===== config.mk =====
export PLATFORM = sky130hd
export DESIGN_NAME = ws2812_ring_engine_flat
export DESIGN_NICKNAME = d
export VERILOG_FILES = /design/src/rtl/ws2812_ring_engine_if.sv /design/src/rtl/ws2812_ring_engine.sv /design/src/flat_wrapper.sv
export SDC_FILE = /design/constraint.sdc
export NUM_CORES = 1
export LEC_CHECK = 0
export CAP_MARGIN = 10
export CORE_MARGIN = 4
export CORE_UTILIZATION = 55
export DETAILED_ROUTE_END_ITERATION = 10
export GPL_TIMING_DRIVEN = 0
export MAX_ROUTING_LAYER = met4
export PLACE_DENSITY = 0.79
export SLEW_MARGIN = 20
export SYNTH_ARGS = -nofsm -noshare
export SYNTH_HDL_FRONTEND = slang
export SYNTH_SLANG_ARGS = --single-unit

===== constraint.sdc =====
create_clock -name clk -period 4.6 [get_ports clk]
set_clock_uncertainty 0.15 [all_clocks]
set_input_delay 0.46 -clock clk [delete_from_list [all_inputs] [get_ports clk]]
set_output_delay 0.46 -clock clk [all_outputs]
set_load 0.03 [all_outputs]

===== src/rtl/ws2812_ring_engine_if.sv =====
// Control/status bundle between the ring controller (master) and the WS2812B engine (slave).
interface ws2812_ring_engine_if #(
    parameter int NUM_LEDS = 12
);
    localparam int OW = $clog2(NUM_LEDS);

    logic                refresh;
    logic [NUM_LEDS-1:0] led_mask;
    logic [OW-1:0]       offset;
    logic [2:0]          colour;
    logic [7:0]          intensity;
    logic                led_dout;
    logic                busy;
    logic                frame_done;

    modport master (
        output refresh, led_mask, offset, colour, intensity,
        input  led_dout, busy, frame_done
    );

    modport slave (
        input  refresh, led_mask, offset, colour, intensity,
        output led_dout, busy, frame_done
    );
endinterface


===== src/rtl/ws2812_ring_engine.sv =====
// Serialises a rotated, mask-based GRB frame onto a WS2812B chain followed by a latch gap.
// Define WS_RING_REFRESH_QUEUE_EN to queue one refresh request raised while a frame is in flight.
module ws2812_ring_engine #(
    parameter int NUM_LEDS = 12,
    parameter int T0H      = 20,
    parameter int T1H      = 40,
    parameter int TBIT     = 62,
    parameter int TRES     = 2600
) (
    input  logic                 clk,
    input  logic                 res,
    ws2812_ring_engine_if.slave  bus
);
    localparam int OW = $clog2(NUM_LEDS);
    localparam int CW = $clog2(TBIT);
    localparam int GW = (TRES > 1) ? $clog2(TRES) : 1;

    localparam logic [OW:0]   N_W      = (OW+1)'(NUM_LEDS);
    localparam logic [OW-1:0] LED_LAST = OW'(NUM_LEDS - 1);
    localparam logic [CW-1:0] CNT_LAST = CW'(TBIT - 1);
    localparam logic [CW-1:0] T0H_W    = CW'(T0H);
    localparam logic [CW-1:0] T1H_W    = CW'(T1H);
    localparam logic [GW-1:0] GAP_LAST = GW'(TRES - 1);

    typedef enum logic [1:0] {
        S_IDLE = 2'd0,
        S_SEND = 2'd1,
        S_GAP  = 2'd2
    } state_t;

    state_t              state_q, state_d;
    logic [OW-1:0]       led_q, led_d;
    logic [4:0]          bit_q, bit_d;
    logic [CW-1:0]       cnt_q, cnt_d;
    logic [GW-1:0]       gap_q, gap_d;
    logic [23:0]         word_q, word_d;
    logic [NUM_LEDS-1:0] mask_q, mask_d;
    logic [OW-1:0]       off_q, off_d;
    logic [2:0]          col_q, col_d;
    logic [7:0]          int_q, int_d;
    logic                dout_q, dout_d;
    logic                busy_q, busy_d;
    logic                done_q, done_d;
    logic                start;
    logic [OW-1:0]       off_in;
`ifdef WS_RING_REFRESH_QUEUE_EN
    logic                pending_q, pending_d;
`endif

    // Physical LED p shows logical LED (p + offset) mod NUM_LEDS; both operands are < NUM_LEDS.
    function automatic logic lit_of(input logic [NUM_LEDS-1:0] mask,
                                    input logic [OW-1:0] p,
                                    input logic [OW-1:0] off);
        logic [OW:0] sum;
        sum = {1'b0, p} + {1'b0, off};
        if (sum >= N_W) begin
            sum = sum - N_W;
        end
        return mask[sum[OW-1:0]];
    endfunction

    function automatic logic [23:0] grb_word(input logic lit,
                                             input logic [2:0] col,
                                             input logic [7:0] inten);
        logic [7:0] g, r, b;
        g = (lit && col[1]) ? inten : 8'h00;
        r = (lit && col[2]) ? inten : 8'h00;
        b = (lit && col[0]) ? inten : 8'h00;
        return {g, r, b};
    endfunction

    assign off_in = ({1'b0, bus.offset} >= N_W) ? '0 : bus.offset;

    always_comb begin
        state_d = state_q;
        led_d   = led_q;
        bit_d   = bit_q;
        cnt_d   = cnt_q;
        gap_d   = gap_q;
        word_d  = word_q;
        mask_d  = mask_q;
        off_d   = off_q;
        col_d   = col_q;
        int_d   = int_q;
        start   = 1'b0;
`ifdef WS_RING_REFRESH_QUEUE_EN
        pending_d = pending_q;
        if (state_q != S_IDLE && bus.refresh) begin
            pending_d = 1'b1;
        end
`endif

        case (state_q)
            S_IDLE: start = bus.refresh;
            S_SEND: begin
                if (cnt_q == CNT_LAST) begin
                    cnt_d = '0;
                    if (bit_q == 5'd0) begin
                        if (led_q == LED_LAST) begin
                            state_d = S_GAP;
                            gap_d   = '0;
                        end else begin
                            led_d  = led_q + OW'(1);
                            bit_d  = 5'd23;
                            word_d = grb_word(lit_of(mask_q, led_q + OW'(1), off_q), col_q, int_q);
                        end
                    end else begin
                        bit_d  = bit_q - 5'd1;
                        word_d = {word_q[22:0], 1'b0};
                    end
                end else begin
                    cnt_d = cnt_q + CW'(1);
                end
            end
            S_GAP: begin
                if (gap_q == GAP_LAST) begin
                    state_d = S_IDLE;
`ifdef WS_RING_REFRESH_QUEUE_EN
                    start = pending_q | bus.refresh;
`endif
                end else begin
                    gap_d = gap_q + GW'(1);
                end
            end
            default: state_d = S_IDLE;
        endcase

        // Snapshot the request and preload LED 0's word so the first bit leaves on the next edge.
        if (start) begin
            state_d = S_SEND;
            mask_d  = bus.led_mask;
            off_d   = off_in;
            col_d   = bus.colour;
            int_d   = bus.intensity;
            led_d   = '0;
            bit_d   = 5'd23;
            cnt_d   = '0;
            word_d  = grb_word(lit_of(bus.led_mask, OW'(0), off_in), bus.colour, bus.intensity);
`ifdef WS_RING_REFRESH_QUEUE_EN
            pending_d = 1'b0;
`endif
        end

        done_d = (state_d == S_GAP) && (gap_d == GAP_LAST);
        busy_d = (state_d != S_IDLE);
        dout_d = (state_d == S_SEND) && (cnt_d < (word_d[23] ? T1H_W : T0H_W));
    end

    always_ff @(posedge clk) begin
        if (res) begin
            state_q <= S_IDLE;
            led_q   <= '0;
            bit_q   <= '0;
            cnt_q   <= '0;
            gap_q   <= '0;
            word_q  <= '0;
            mask_q  <= '0;
            off_q   <= '0;
            col_q   <= '0;
            int_q   <= '0;
            dout_q  <= 1'b0;
            busy_q  <= 1'b0;
            done_q  <= 1'b0;
`ifdef WS_RING_REFRESH_QUEUE_EN
            pending_q <= 1'b0;
`endif
        end else begin
            state_q <= state_d;
            led_q   <= led_d;
            bit_q   <= bit_d;
            cnt_q   <= cnt_d;
            gap_q   <= gap_d;
            word_q  <= word_d;
            mask_q  <= mask_d;
            off_q   <= off_d;
            col_q   <= col_d;
            int_q   <= int_d;
            dout_q  <= dout_d;
            busy_q  <= busy_d;
            done_q  <= done_d;
`ifdef WS_RING_REFRESH_QUEUE_EN
            pending_q <= pending_d;
`endif
        end
    end

    assign bus.led_dout   = dout_q;
    assign bus.busy       = busy_q;
    assign bus.frame_done = done_q;
endmodule


===== src/flat_wrapper.sv =====
// flat-port wrapper written by rule: the top's interface ports become plain ports
module ws2812_ring_engine_flat 
#(
    parameter int NUM_LEDS = 12,
    parameter int T0H      = 20,
    parameter int T1H      = 40,
    parameter int TBIT     = 62,
    parameter int TRES     = 2600
)
  (clk, res, bus_refresh, bus_led_mask, bus_offset, bus_colour, bus_intensity, bus_led_dout, bus_busy, bus_frame_done);
  ws2812_ring_engine_if #(.NUM_LEDS(NUM_LEDS)) bus_i ();
  input  logic clk;
  input  logic res;
  input wire logic [$bits(bus_i.refresh)-1:0] bus_refresh;
  input wire logic [$bits(bus_i.led_mask)-1:0] bus_led_mask;
  input wire logic [$bits(bus_i.offset)-1:0] bus_offset;
  input wire logic [$bits(bus_i.colour)-1:0] bus_colour;
  input wire logic [$bits(bus_i.intensity)-1:0] bus_intensity;
  output wire logic [$bits(bus_i.led_dout)-1:0] bus_led_dout;
  output wire logic [$bits(bus_i.busy)-1:0] bus_busy;
  output wire logic [$bits(bus_i.frame_done)-1:0] bus_frame_done;
  assign bus_i.refresh = bus_refresh;
  assign bus_i.led_mask = bus_led_mask;
  assign bus_i.offset = bus_offset;
  assign bus_i.colour = bus_colour;
  assign bus_i.intensity = bus_intensity;
  assign bus_led_dout = bus_i.led_dout;
  assign bus_busy = bus_i.busy;
  assign bus_frame_done = bus_i.frame_done;
  ws2812_ring_engine #(.NUM_LEDS(NUM_LEDS), .T0H(T0H), .T1H(T1H), .TBIT(TBIT), .TRES(TRES)) u_core (.clk(clk), .res(res), .bus(bus_i));
endmodule

# ---- After elaboration in Yosys (flattened, before gate mapping)
# Cells that the tools add are included.
# Widths: inputs -> output; s select.
dict set report totals {
  ff_bits 83
  wordCells 100
  out_inout_bits 3
}
dict set report classes {
  reduce_logical 17
  bitwise 1
  eq_ne 10
  add_sub_neg 7
  order_cmp 6
  mux 44
}
# cell n
set ops {}
lappend ops {{$mux 24} 5}
lappend ops {{$mux 12} 4}
lappend ops {{$mux 8} 6}
lappend ops {{$mux 4} 8}
lappend ops {{$mux 5} 5}
lappend ops {{$eq 12x12->1 const B} 2}
lappend ops {{$mux 6} 4}
lappend ops {{$pmux 12 s2} 1}
lappend ops {{$add 12x1->12 const B} 1}
lappend ops {{$lt 4x5->1 const B} 2}
lappend ops {{$mux 2} 5}
lappend ops {{$bmux 1 s4} 2}
lappend ops {{$ge 4x4->1 const B} 2}
lappend ops {{$logic_and 1x1->1} 8}
lappend ops {{$sub 4x4->4 const B} 2}
lappend ops {{$add 6x1->6 const B} 1}
lappend ops {{$eq 6x6->1 const B} 1}
lappend ops {{$lt 6x6->1} 1}
lappend ops {{$pmux 2 s3} 1}
lappend ops {{$reduce_and 3->1} 2}
lappend ops {{$reduce_bool 2->1} 3}
lappend ops {{$add 4x4->5} 1}
lappend ops {{$ge 5x4->1 const B} 1}
lappend ops {{$logic_not 5->1} 1}
lappend ops {{other kinds (12)} 16}

# ---- Logic depth before layout (Yosys ltp)
dict set report logic_depth {
  word_depth 20
  mapped_depth 18
}

# ---- Worst setup path before layout
# Ideal clock, no wire load.
dict set report synth_timing {
  path_type {flip-flop to flip-flop}
  startpoint {reg u_core.led_q[0]}
  endpoint {reg u_core.dout_q (netlist: u_core.bus.led_dout)}
  n_path_buf 0
  setup_ns 0.070
  arrival_ns 3.907
  stages_incl_launch_ff 16
  setup_slack_ns 0.473
  path_cell_list {dfxtp_1 ha_1 fa_1 xnor2_1 inv_1 ha_1 nor3b_1 a211oi_1 nor2_1 o41a_1 a211oi_2 a21oi_1 ha_1 nand2b_1 a211o_1 a21oi_1}
}
dict set report synth_via {
  elab_chain_cells 20
  word_cells_on_any_way 28
  classes_between {add/sub: 3; order compare: 2; eq/ne: 2; mux: 19; reduce/logical: 2}
}
# item line_no
set synth_rtl {}
lappend synth_rtl {{from (decl)} ws2812_ring_engine.sv:32} ;# logic [OW-1:0] led_q, led_d;
lappend synth_rtl {{from (signal assigned)} ws2812_ring_engine.sv:169} ;# led_q <= led_d;
lappend synth_rtl {{$add 4x1->4} ws2812_ring_engine.sv:105} ;# word_d = grb_word(lit_of(mask_q, led_q + OW'(1), off_q), col_q, int_q);
lappend synth_rtl {{$add 4x4->5} ws2812_ring_engine.sv:55} ;# sum = {1'b0, p} + {1'b0, off};
lappend synth_rtl {{$sub 4x4->4 / $ge 5x4->1 (equally long branches)} {ws2812_ring_engine.sv:57, ws2812_ring_engine.sv:56}}
lappend synth_rtl {{$mux 4} ws2812_ring_engine.sv:56} ;# if (sum >= N_W) begin
lappend synth_rtl {{$mux 4} ws2812_ring_engine.sv:99} ;# if (led_q == LED_LAST) begin
lappend synth_rtl {{$mux 4} ws2812_ring_engine.sv:98} ;# if (bit_q == 5'd0) begin
lappend synth_rtl {{$mux 4} ws2812_ring_engine.sv:96} ;# if (cnt_q == CNT_LAST) begin
lappend synth_rtl {{$mux 4} ws2812_ring_engine.sv:93} ;# case (state_q)
lappend synth_rtl {{[... 4 more ...]} --}
lappend synth_rtl {{$mux 24} ws2812_ring_engine.sv:99}
lappend synth_rtl {{$mux 24} ws2812_ring_engine.sv:98}
lappend synth_rtl {{$mux 24} ws2812_ring_engine.sv:96}
lappend synth_rtl {{$mux 24} ws2812_ring_engine.sv:93}
lappend synth_rtl {{$mux 24} ws2812_ring_engine.sv:129} ;# if (start) begin
lappend synth_rtl {{$mux 6} ws2812_ring_engine.sv:146} ;# dout_d = (state_d == S_SEND) && (cnt_d < (word_d[23] ? T1H_W : T0H_W));
lappend synth_rtl {{$lt 6x6->1} ws2812_ring_engine.sv:146}
lappend synth_rtl {{$logic_and 1x1->1 (*)} ws2812_ring_engine.sv:146}
lappend synth_rtl {{to (signal assigned)} ws2812_ring_engine.sv:178} ;# dout_q <= dout_d;
lappend synth_rtl {{to (decl)} ws2812_ring_engine.sv:41} ;# logic dout_q, dout_d;
# Every way passes the cells marked *; elsewhere a longest branch is shown, timed or not. The select of a mux whose other input is x is not followed.
# A chain may end at the register's enable or synchronous reset.

# ---- Worst setup path after layout
# Ends and elaborated chain as after synthesis.

==> metrics.txt <==
total CTS buffers 9; RSZ-0062 raised after global routing false; layout cells sized above 1 6.39%; Net Count, Synth 594; Worst EP required 4.73 ns; fin crit period 4.31 ns; clock transition at the registers of the reported paths 0.09 ns; fmax 232 MHz; FP Rows 32; Most used DFF post-synth dfxtp_1; Die ar. 9750 sq um; hpwl dp 8450 um; total of max-cap violations 0; crit-path max FO 6; final-layout fill cell count 658; leakage power 2.11 nW; Worst Setup End Kind register; pwr/cell area 324 nW/um^2; clock buffer depth 2; grt total ovfl 0; worst-skew pair later-pin latency 0.36 ns; Hold Slack 0.312 ns; Hold Crit Class reg -> reg; total vias in the final route 4328; largest net degree at the start of global routing 15; Netlist Area Pre-Place 4530 sq um; Detailed Route WL 11900 um; total number of yosys warnings 0; VDD IR max 0.199 mV; Core Box Area 7890 sq um; first-pass GRT wire length 20000 um; DRC Markers 0; Port-buffer cells 32; Root Driver clkbuf_8; Via density 6.21; Post-synth EDFFs 0; All-Layer GR Usage 25.9%; Max transition margin 54.7%; Unique masters post-synth 58; CTS Sinks 83; Post-synth ARST share 0%; Synth Area per Inst 8.30 sq um; outcome finished clean; synthesized netlist cell count 546; count of pins over their slew limit 0; PnR worst setup slack 0.290 ns; Die H 98.8 um; Final Hold Vio Count 0; CP Launch Type register; Worst Tran Pin Value 0.676 ns; FF-to-FF setup slack 0.29 ns; crit share post-route 93.7%; Setup CP Type reg -> reg; initial drt markers 271; #FFs+latches synth 83; sequential share of the synthesized area 36.7%; gp weighted congestion 0.912; WP data arrival 4.44 ns; CTS tree done; Antenna Cells 0; die width 98.8 um; H-tree levels 3; DP Worst Slack -0.220 ns; Final nets 638; Hold-fix buffers, CTS 0; setup violators final 0; initial core utilization 57.4%; antenna violations before repair 0; router iterations before antenna repair 5; Avg WL per Cell 17.1 um; Final ANT Viol Nets 0; num ports 33; vias in the first global route 4210; Area growth syn-to-layout 16.0%
## per-stage QoR
stage | TNS, ns | utilization, % | cells | instance area [sq um] | total power [mW]
after floorplan | 0 | - | 546 | 4530 | 0.966
after global placement | -0.152 | 63.1 | 680 | 4980 | 1.05
after detailed placement | -0.220 | 63.1 | 680 | 4980 | 1.06
after CTS | 0 | 66.5 | 697 | 5240 | 1.70
after global routing | 0 | 66.7 | 697 | 5260 | 1.77
final | 0 | 66.7 | 697 | 5260 | 1.71
## Yosys cell counts (3+ instances only)
master,instances,area (sq um)
nand2_1,73,274
ha_1,17,213
nand4_1,9,56.3
o211a_1,14,140
a21oi_1,67,335
buf_2,4,20.0
nor2b_1,3,18.8
xnor2_1,9,78.8
nor3_1,12,60.1
nand3_1,15,75.1
o21ai_0,15,75.1
dfxtp_1,83,1660
o22ai_1,15,93.8
nand3b_1,3,22.5
clkbuf_1,28,105
o22a_1,10,87.6
nor2_1,48,180
buf_1,3,11.3
mux2i_1,3,30.0
a41o_1,13,130
a31oi_1,5,31.3
a211oi_1,9,67.6
nand2b_1,4,25.0
nor3b_1,3,22.5
inv_1,15,56.3
nor4_1,4,25.0
and2_1,7,43.8
xor2_1,7,61.3
mux4_2,6,135
a22oi_1,4,30.0
or3_1,3,18.8
## cells in the final DEF (no fill, tap or decap), types with 3 or more instances in the layout
master	count
nor3_1	12
nand3_1	15
clkdlybuf4s50_1	32
clkbuf_1	28
o211a_1	14
or3_1	3
a41o_1	13
o22a_1	10
bufinv_16	3
dfxtp_1	83
xor2_1	7
ha_1	17
mux4_2	6
inv_1	15
and2_1	7
a21oi_1	66
a22oi_1	4
nand2b_1	4
buf_1	3
o21ai_0	15
nor2b_1	3
nand4_1	9
mux2i_1	3
xnor2_1	9
nand3b_1	3
buf_2	4
nand2_1	73
clkbuf_8	10
nor4_1	4
a211oi_1	8
nor2_1	48
o22ai_1	15
a31oi_1	5
## final cells by class
| cell class | count | area, sq um | area share [%] |
|---|---|---|---|
| buffer | 35 | 136 | 2.59 |
| sequential | 83 | 1660 | 31.6 |
| inverter | 15 | 56.3 | 1.07 |
| tap | 102 | 128 | 2.43 |
| clock inverter | 6 | 113 | 2.14 |
| clock buffer | 10 | 138 | 2.62 |
| multi-input combinational | 413 | 2700 | 51.3 |
| timing repair buffer | 33 | 328 | 6.24 |
## registers in the layout, indices dropped and copies added, names as in the netlist, 2 cells and up
register,flops
u_core.mask_q,12
u_core.col_q,3
u_core.word_q,24
u_core.state_q,2
u_core.cnt_q,6
u_core.gap_q,12
u_core.led_q,4
u_core.bit_q,5
u_core.int_q,8
u_core.off_q,4
## logic make-up after synthesis
family,share of synthesized area [%]
AND/OR/NAND/NOR,20.1
adder cells (fa/ha/maj),5.14
multiplexers,4.14
AO/OA/AOI/OAI,26.6
XOR/XNOR,3.09
flip-flops,36.7
buffers and inverters,4.25
## where the power goes
group / switching [mW] / internal [mW] / leakage, nW
Combinational: 0.155 / 0.110 / 1.30
Clock: 0.279 / 0.377 / 0.126
Sequential: 0.0271 / 0.758 / 0.679
Total: 0.461 / 1.24 / 2.11
## repair_timing
| action | in CTS | in global routing |
|---|---|---|
| buffers inserted | 1 | 0 |
| resized for setup | 1 | 3 |
| pin swaps | 1 | 0 |
| endpoints found under the setup margin | 1 | 11 |
## metal layers
layer  up-vias  global-route usage (%)  share of wire, %
li1       2104                       -                 -
met1      2034                    33.1                45
met2       168                    41.3                47
met3        22                    4.18               6.4
met4         0                    9.56               1.9
met5         -                       -                 0
## critical path: stages, from the launching register on
cell and delay [ns]:
dfxtp_1 0.36, ha_1 0.36, fa_1 0.52, xnor2_1 0.28
inv_1 0.14, ha_1 0.21, nor3b_2 0.17, a211oi_2 0.26
nor2_1 0.07, o41a_1 0.47, a211oi_4 0.26, a21oi_1 0.17
ha_1 0.22, nand2b_1 0.14, a211o_1 0.27, a21oi_1 0.18
## path summary, 6_finish.rpt
check,from,endpoint,depth (start not counted)
max,u_core.led_q[0]$_SDFFE_PP0P_,u_core.bus.led_dout$_SDFF_PP0_,15
min,u_core.mask_q[8]$_SDFFE_PP0P_,u_core.mask_q[8]$_SDFFE_PP0P_,2
max reg2reg,u_core.led_q[0]$_SDFFE_PP0P_,u_core.bus.led_dout$_SDFF_PP0_,15
min reg2reg,u_core.mask_q[8]$_SDFFE_PP0P_,u_core.mask_q[8]$_SDFFE_PP0P_,2
(Power assumes the default switching activity.)
